<file path="config.mk">
export PLATFORM = sky130hd
export DESIGN_NAME = enc_hist_disp
export DESIGN_NICKNAME = d
export VERILOG_FILES = /design/src/rtl/enc_disp_pkg.sv /design/src/rtl/enc_hist_disp_scan_timer.sv /design/src/rtl/enc_hist_disp.sv
export SDC_FILE = /design/constraint.sdc
export NUM_CORES = 1
export LEC_CHECK = 0
export BUFFER_PORTS_ARGS = -buffer_cell sky130_fd_sc_hd__buf_4
export CORE_ASPECT_RATIO = 0.5
export CORE_UTILIZATION = 60
export CTS_CLUSTER_DIAMETER = 50
export DETAILED_ROUTE_END_ITERATION = 6
export GPL_ROUTABILITY_DRIVEN = 0
export PLACE_DENSITY = 0.87
export SYNTH_ARGS = -nofsm -noshare
export SYNTH_HDL_FRONTEND = slang
export SYNTH_SLANG_ARGS = --single-unit
</file>
<file path="constraint.sdc">
create_clock -name clk -period 3.8 [get_ports clk]
set_input_delay 0 -clock clk [delete_from_list [all_inputs] [get_ports clk]]
set_output_delay 0 -clock clk [all_outputs]
set_load 0.005 [all_outputs]
</file>
<file path="src/rtl/enc_disp_pkg.sv">
// Shared definitions for the encoder history display: active-low seven-segment
// glyphs (bit0 = segment a), the history entry record and the hex decoder.
package enc_disp_pkg;

  localparam logic [6:0] SEG_0     = 7'h40;
  localparam logic [6:0] SEG_1     = 7'h79;
  localparam logic [6:0] SEG_2     = 7'h24;
  localparam logic [6:0] SEG_3     = 7'h30;
  localparam logic [6:0] SEG_4     = 7'h19;
  localparam logic [6:0] SEG_5     = 7'h12;
  localparam logic [6:0] SEG_6     = 7'h02;
  localparam logic [6:0] SEG_7     = 7'h78;
  localparam logic [6:0] SEG_8     = 7'h00;
  localparam logic [6:0] SEG_9     = 7'h10;
  localparam logic [6:0] SEG_A     = 7'h08;
  localparam logic [6:0] SEG_B     = 7'h03;
  localparam logic [6:0] SEG_C     = 7'h46;
  localparam logic [6:0] SEG_D     = 7'h21;
  localparam logic [6:0] SEG_E     = 7'h06;
  localparam logic [6:0] SEG_F     = 7'h0E;
  localparam logic [6:0] SEG_BLANK = 7'h7F;

  typedef struct packed {
    logic       vld;
    logic [2:0] code;
  } hist_entry_t;

  localparam hist_entry_t HIST_EMPTY = '{vld: 1'b0, code: 3'd0};

  function automatic logic [6:0] hex2seg(input logic [3:0] val);
    logic [6:0] seg;
    case (val)
      4'h0: seg = SEG_0;
      4'h1: seg = SEG_1;
      4'h2: seg = SEG_2;
      4'h3: seg = SEG_3;
      4'h4: seg = SEG_4;
      4'h5: seg = SEG_5;
      4'h6: seg = SEG_6;
      4'h7: seg = SEG_7;
      4'h8: seg = SEG_8;
      4'h9: seg = SEG_9;
      4'hA: seg = SEG_A;
      4'hB: seg = SEG_B;
      4'hC: seg = SEG_C;
      4'hD: seg = SEG_D;
      4'hE: seg = SEG_E;
      default: seg = SEG_F;
    endcase
    return seg;
  endfunction

endpackage

</file>
<file path="src/rtl/enc_hist_disp_scan_timer.sv">
// Scan timing for the multiplexed display: a prescaler that strobes every
// SCAN_DIV cycles and a digit index that steps 0..DIGITS-1 on each strobe.
module scan_timer #(
  parameter int DIGITS   = 4,
  parameter int SCAN_DIV = 1000
) (
  input  logic                      clk,
  input  logic                      rst_n,
  output logic [$clog2(DIGITS)-1:0] digit_o,
  output logic                      adv_o
);

  localparam int DW = $clog2(DIGITS);
  localparam int PW = (SCAN_DIV > 1) ? $clog2(SCAN_DIV) : 1;
  localparam logic [PW-1:0] PRESC_LAST = PW'(SCAN_DIV - 1);
  localparam logic [DW-1:0] DIGIT_LAST = DW'(DIGITS - 1);

  logic [PW-1:0] presc_q, presc_d;
  logic [DW-1:0] digit_q, digit_d;

  // With SCAN_DIV = 1 the prescaler sits at 0, which is also its terminal count.
  assign adv_o   = (presc_q == PRESC_LAST);
  assign digit_o = digit_q;

  // NOTE: every combinational output gets a default first, so no path leaves it
  // unassigned and no latch is inferred.
  always_comb begin
    presc_d = presc_q + PW'(1);
    digit_d = digit_q;
    if (adv_o) begin
      presc_d = '0;
      digit_d = (digit_q == DIGIT_LAST) ? '0 : digit_q + DW'(1);
    end
  end

  // NOTE: state registers use non-blocking assignments so every flop samples
  // the pre-edge values, independent of statement order.
  always_ff @(posedge clk) begin
    if (!rst_n) begin
      presc_q <= '0;
      digit_q <= '0;
    end else begin
      presc_q <= presc_d;
      digit_q <= digit_d;
    end
  end

endmodule

</file>
<file path="src/rtl/enc_hist_disp.sv">
// Scanned seven-segment history display behind the 8-to-3 priority encoder.
// Build option ENC_DISP_CNT_EN: top digit shows the event count in hex.
module enc_hist_disp
  import enc_disp_pkg::*;
#(
  parameter int DIGITS   = 4,
  parameter int SCAN_DIV = 1000
) (
  input  logic              clk,
  input  logic              rst_n,
  input  logic              ena_i,
  input  logic [2:0]        code_i,
  input  logic              valid_i,
  output logic [6:0]        seg_o,
  output logic [DIGITS-1:0] an_o,
  output logic [3:0]        hist_cnt_o
);

`ifdef ENC_DISP_CNT_EN
  localparam int HIST_DEPTH = DIGITS - 1;
`else
  localparam int HIST_DEPTH = DIGITS;
`endif
  localparam int DW = $clog2(DIGITS);
  localparam logic [DIGITS-1:0] AN_FIRST = {{(DIGITS-1){1'b1}}, 1'b0};

  logic              held_q;
  logic [2:0]        last_code_q;
  hist_entry_t       hist_q [HIST_DEPTH];
  hist_entry_t       hist_d [HIST_DEPTH];
  logic [3:0]        cnt_q, cnt_d;
  logic [6:0]        seg_q, seg_d;
  logic [DIGITS-1:0] an_q, an_d;
  logic              scan_adv_q;
  logic [DW-1:0]     digit;
  logic              scan_adv;
  logic              event_w;
  hist_entry_t       entry_sel;

  scan_timer #(
    .DIGITS  (DIGITS),
    .SCAN_DIV(SCAN_DIV)
  ) u_scan_timer (
    .clk    (clk),
    .rst_n  (rst_n),
    .digit_o(digit),
    .adv_o  (scan_adv)
  );

  // A held key only counts again once its code changes or all keys are released.
  assign event_w = ena_i && valid_i && (!held_q || (code_i != last_code_q));

  always_comb begin
    hist_d = hist_q;
    cnt_d  = cnt_q;
    if (event_w) begin
      hist_d[0] = '{vld: 1'b1, code: code_i};
      for (int k = 1; k < HIST_DEPTH; k++) begin
        hist_d[k] = hist_q[k-1];
      end
      cnt_d = cnt_q + 4'd1;
    end
  end

  always_comb begin
    entry_sel = HIST_EMPTY;
    for (int k = 0; k < HIST_DEPTH; k++) begin
      if (digit == DW'(k)) entry_sel = hist_q[k];
    end
    seg_d = entry_sel.vld ? hex2seg({1'b0, entry_sel.code}) : SEG_BLANK;
`ifdef ENC_DISP_CNT_EN
    if (digit == DW'(DIGITS - 1)) seg_d = hex2seg(cnt_q);
`endif
  end

  // Anode register follows the digit index one cycle late: it loads digit 0
  // after reset, then rotates on the delayed advance strobe, in step with seg_q.
  always_comb begin
    an_d = an_q;
    if (&an_q) begin
      an_d = AN_FIRST;
    end else if (scan_adv_q) begin
      an_d = {an_q[DIGITS-2:0], an_q[DIGITS-1]};
    end
  end

  always_ff @(posedge clk) begin
    if (!rst_n) begin
      held_q      <= 1'b0;
      last_code_q <= 3'd0;
      cnt_q       <= 4'd0;
      seg_q       <= SEG_BLANK;
      an_q        <= '1;
      scan_adv_q  <= 1'b0;
      // NOTE: the history is a handful of flops whose valid bits must read as
      // empty after reset, so it is reset like any other register, not as a RAM.
      for (int k = 0; k < HIST_DEPTH; k++) begin
        hist_q[k] <= HIST_EMPTY;
      end
    end else begin
      held_q      <= ena_i && valid_i;
      last_code_q <= code_i;
      cnt_q       <= cnt_d;
      seg_q       <= seg_d;
      an_q        <= an_d;
      scan_adv_q  <= scan_adv;
      hist_q      <= hist_d;
    end
  end

  assign seg_o      = seg_q;
  assign an_o       = an_q;
  assign hist_cnt_o = cnt_q;

endmodule

</file>
==> results.json <==
{
  "worstPathArrival_ps": 2210,
  "post_cts_resized": 0,
  "start_util_pct": 64.5,
  "io_pins": 22,
  "clock_power_share_pct": 34.4,
  "fin_crit_sh_pct": 52.4,
  "fin_area_um2": 2320,
  "p_sw_uw": 210,
  "grt_max_degree": 24,
  "yosysUniqueCellTypes": 34,
  "postCtsHoldBufs": 6,
  "period_minus_slack_ps": 1990,
  "r2r_slack_ps": 1810,
  "synth_edf_count": 0,
  "synth_seq_area_share_pct": 48.6,
  "fmax_mhz": 503,
  "core_area_um2": 3070,
  "worstPathMaxFanout": 8,
  "synth.avg_cell_area_um2": 9.74,
  "via_per_inst": 5.56,
  "ys.flop_type": "dfxtp_1",
  "p_leak_nw": 0.904,
  "cts_buffers": 5,
  "grt_pass1_vias": 1477,
  "cp-startpoint": "u_scan_timer.digit_o[1]",
  "placed_cell_area_um2": 2170,
  "grt_pass1_wl_um": 6520,
  "post-dp-hpwl_um": 2410,
  "p_comb_share_pct": 7.8,
  "ys_top_cells_by_area": "dfxtp_1 (49%), mux2i_1 (11%), nor2_1 (6.5%)",
  "cap_violations": 0,
  "final_net_count": 245,
  "synth_seq_cells": 48,
  "async_flop_share_pct": 0,
  "wl_per_cell_um": 14.1,
  "drc": 0,
  "setup_violations": 0,
  "clk_path_buf_depth": 2,
  "die_w_um": 83.2,
  "synth_top_area_share_pct": 48.6,
  "yosys_warnings": 0,
  "worst_setup_path_end_kind": "register",
  "intPower_uw": 701,
  "relSlewSlack_pct": 52.9,
  "path_class": "reg2reg",
  "grt_antenna_before_repair": 0,
  "cts_max_level": 2,
  "vias": 1512,
  "antenna_cells": 0,
  "syn_inst": 203,
  "tns_ps": 0,
  "startpoint_type": "register",
  "worstPathRequired_ps": 4020,
  "worst-r2r-cell-count": 6,
  "power_frac_seq_pct": 57.8,
  "endpoint": "seg_o[3]",
  "yosys.area.top_type": "dfxtp_1",
  "switching_share_pct": 23.0,
  "core.rowCount": 14,
  "r2r-end": "seg_o[3]",
  "r2r_start": "u_scan_timer.digit_o[1]",
  "clk_latency_ps": 300,
  "n_fill_cell": 202,
  "postRouteAntennaNets": 0,
  "path_clk_slew_ps": 80,
  "grt.total_usage_pct": 23.9,
  "powerDensity_nw_per_um2": 392,
  "dr.pass1.iters": 4,
  "finalPower_uw": 910,
  "die-area_um2": 3540,
  "status": "finished clean",
  "peakVddDrop_v": 0.000235,
  "clock-sinks": 48,
  "io_buffers": 21,
  "drt-initial-drc-count": 58,
  "root_buffer": "clkbuf_8",
  "wirelength_um": 3830,
  "finalClockSkew_ps": 8.36,
  "syn-cell-area_um2": 1980,
  "hold_path.class": "in2reg",
  "synthesis.nets": 217,
  "finalHoldViolations": 0,
  "postCtsSetupRepairBufs": 0,
  "area_growth_syn_to_layout_pct": 17.4,
  "slew_viol_final": 0,
  "tightest_slew_ps": 706,
  "drive_above_1_share_pct": 15.1,
  "die_y_um": 42.6,
  "overflow": 0,
  "rsz0062_at_grt": "false",
  "cts_tree": "done"
}
final cells by class:
class                   count  area [um^2]  area share [%]
clock buffers               7         86.3            3.72
clock inverters             1         7.51           0.323
inverters                   7         26.3            1.13
multi-input cells         141          965            41.6
flip-flops and latches     48          961            41.4
well taps                  40         50.0            2.16
repair buffers             28          225            9.70
power groups by stage:
stage	combinational [mW]	sequential, mW	clock [mW]
2_1_floorplan	0.0421	0.536	0
3_3_place_gp	0.0625	0.537	0
3_5_place_dp	0.0646	0.537	0
4_1_cts	0.0699	0.526	0.316
5_1_grt	0.0787	0.528	0.336
6_report	0.0713	0.526	0.313
critical path, cell delays in order (launching register included):
cell and delay [ps]:
dfxtp_1 400, inv_1 90, ha_1 270, nand3b_1 200, a221oi_2 450, ha_1 330, o211ai_1 170
cells by family (layout without fill, tap and decap cells):
family	after synthesis	count (layout)	synth area share (%)
AOI/OAI and AO/OA	20	20	7.85
and+or+nand+nor	79	79	19.2
xor gates and xnor gates	13	13	5.76
adders and majority gates	7	7	4.43
buffers and inverters	14	43	2.97
DFF	48	48	48.6
muxes	22	22	11.1
layer usage:
layer / up-vias / share of wire (%) / track usage (%)
met2: 33 / 49 / 43.1
met5: - / 0 / 0
met1: 724 / 45 / 27.3
met3: 9 / 4.3 / 6.69
met4: 0 / 1.7 / 9.31
li1: 746 / - / -
placed cells by master (no fill, tap or decap):
cell type	n
dfxtp_1	48
nor2_1	34
mux2i_1	22
buf_4	22
nand2_1	16
xnor2_1	10
inv_1	7
ha_1	7
clkbuf_8	6
dlygate4sd3_1	6
nand3b_1	4
o21ai_0	4
nor3_1	4
and2_1	4
a211oi_1	3
nor3b_1	3
nand2b_1	3
a21oi_1	3
nand4_1	3
nand3_1	3
xor2_1	3
a221o_1	2
a22o_1	2
a221oi_2	1
a41oi_2	1
nor2b_1	1
a211oi_2	1
a211o_1	1
or4_4	1
and2_4	1
and3_2	1
and4_1	1
o211ai_1	1
o31ai_1	1
clkbuf_1	1
clkinvlp_4	1
per-stage QoR:
stage,worst slack [ps],instances,hold slack (ps),util [%]
floorplan,2040,203,122,-
global placement,1920,258,233,70.7
detailed placement,1850,258,236,70.7
CTS,1820,272,344,75.7
global route,1630,272,406,75.7
finish,1810,272,366,75.7
flip-flops by register name, summed over array words and instances, names as in the netlist:
| name | cells |
|---|---|
| an_o | 4 |
| hist_q | 16 |
| u_scan_timer.digit_o | 2 |
| held_q | 1 |
| hist_cnt_o | 4 |
| last_code_q | 3 |
| seg_o | 7 |
| scan_adv_q | 1 |
| u_scan_timer.presc_q | 10 |
synthesized netlist by cell type, types with 2 or more instances:
| cell | number |
|---|---|
| a211oi_1 | 3 |
| a21oi_1 | 3 |
| a221o_1 | 2 |
| a22o_1 | 2 |
| and2_1 | 4 |
| buf_2 | 2 |
| clkbuf_1 | 4 |
| dfxtp_1 | 48 |
| ha_1 | 7 |
| inv_1 | 7 |
| mux2i_1 | 22 |
| nand2_1 | 16 |
| nand2b_1 | 3 |
| nand3_1 | 3 |
| nand3b_1 | 4 |
| nand4_1 | 3 |
| nor2_1 | 34 |
| nor3_1 | 4 |
| nor3b_1 | 3 |
| o21ai_0 | 4 |
| xnor2_1 | 10 |
| xor2_1 | 3 |
how the worst min path moves through the flow:
stage	from	endpoint	cells after the start
floorplan	code_i[0]	last_code_q[0]	1
global placement	code_i[1]	last_code_q[1]	2
detailed placement	code_i[1]	last_code_q[1]	2
CTS	ena_i	hist_q[15]	6
global route	ena_i	hist_q[15]	6
finish	ena_i	hist_q[15]	6
(Power assumes the default switching activity.)
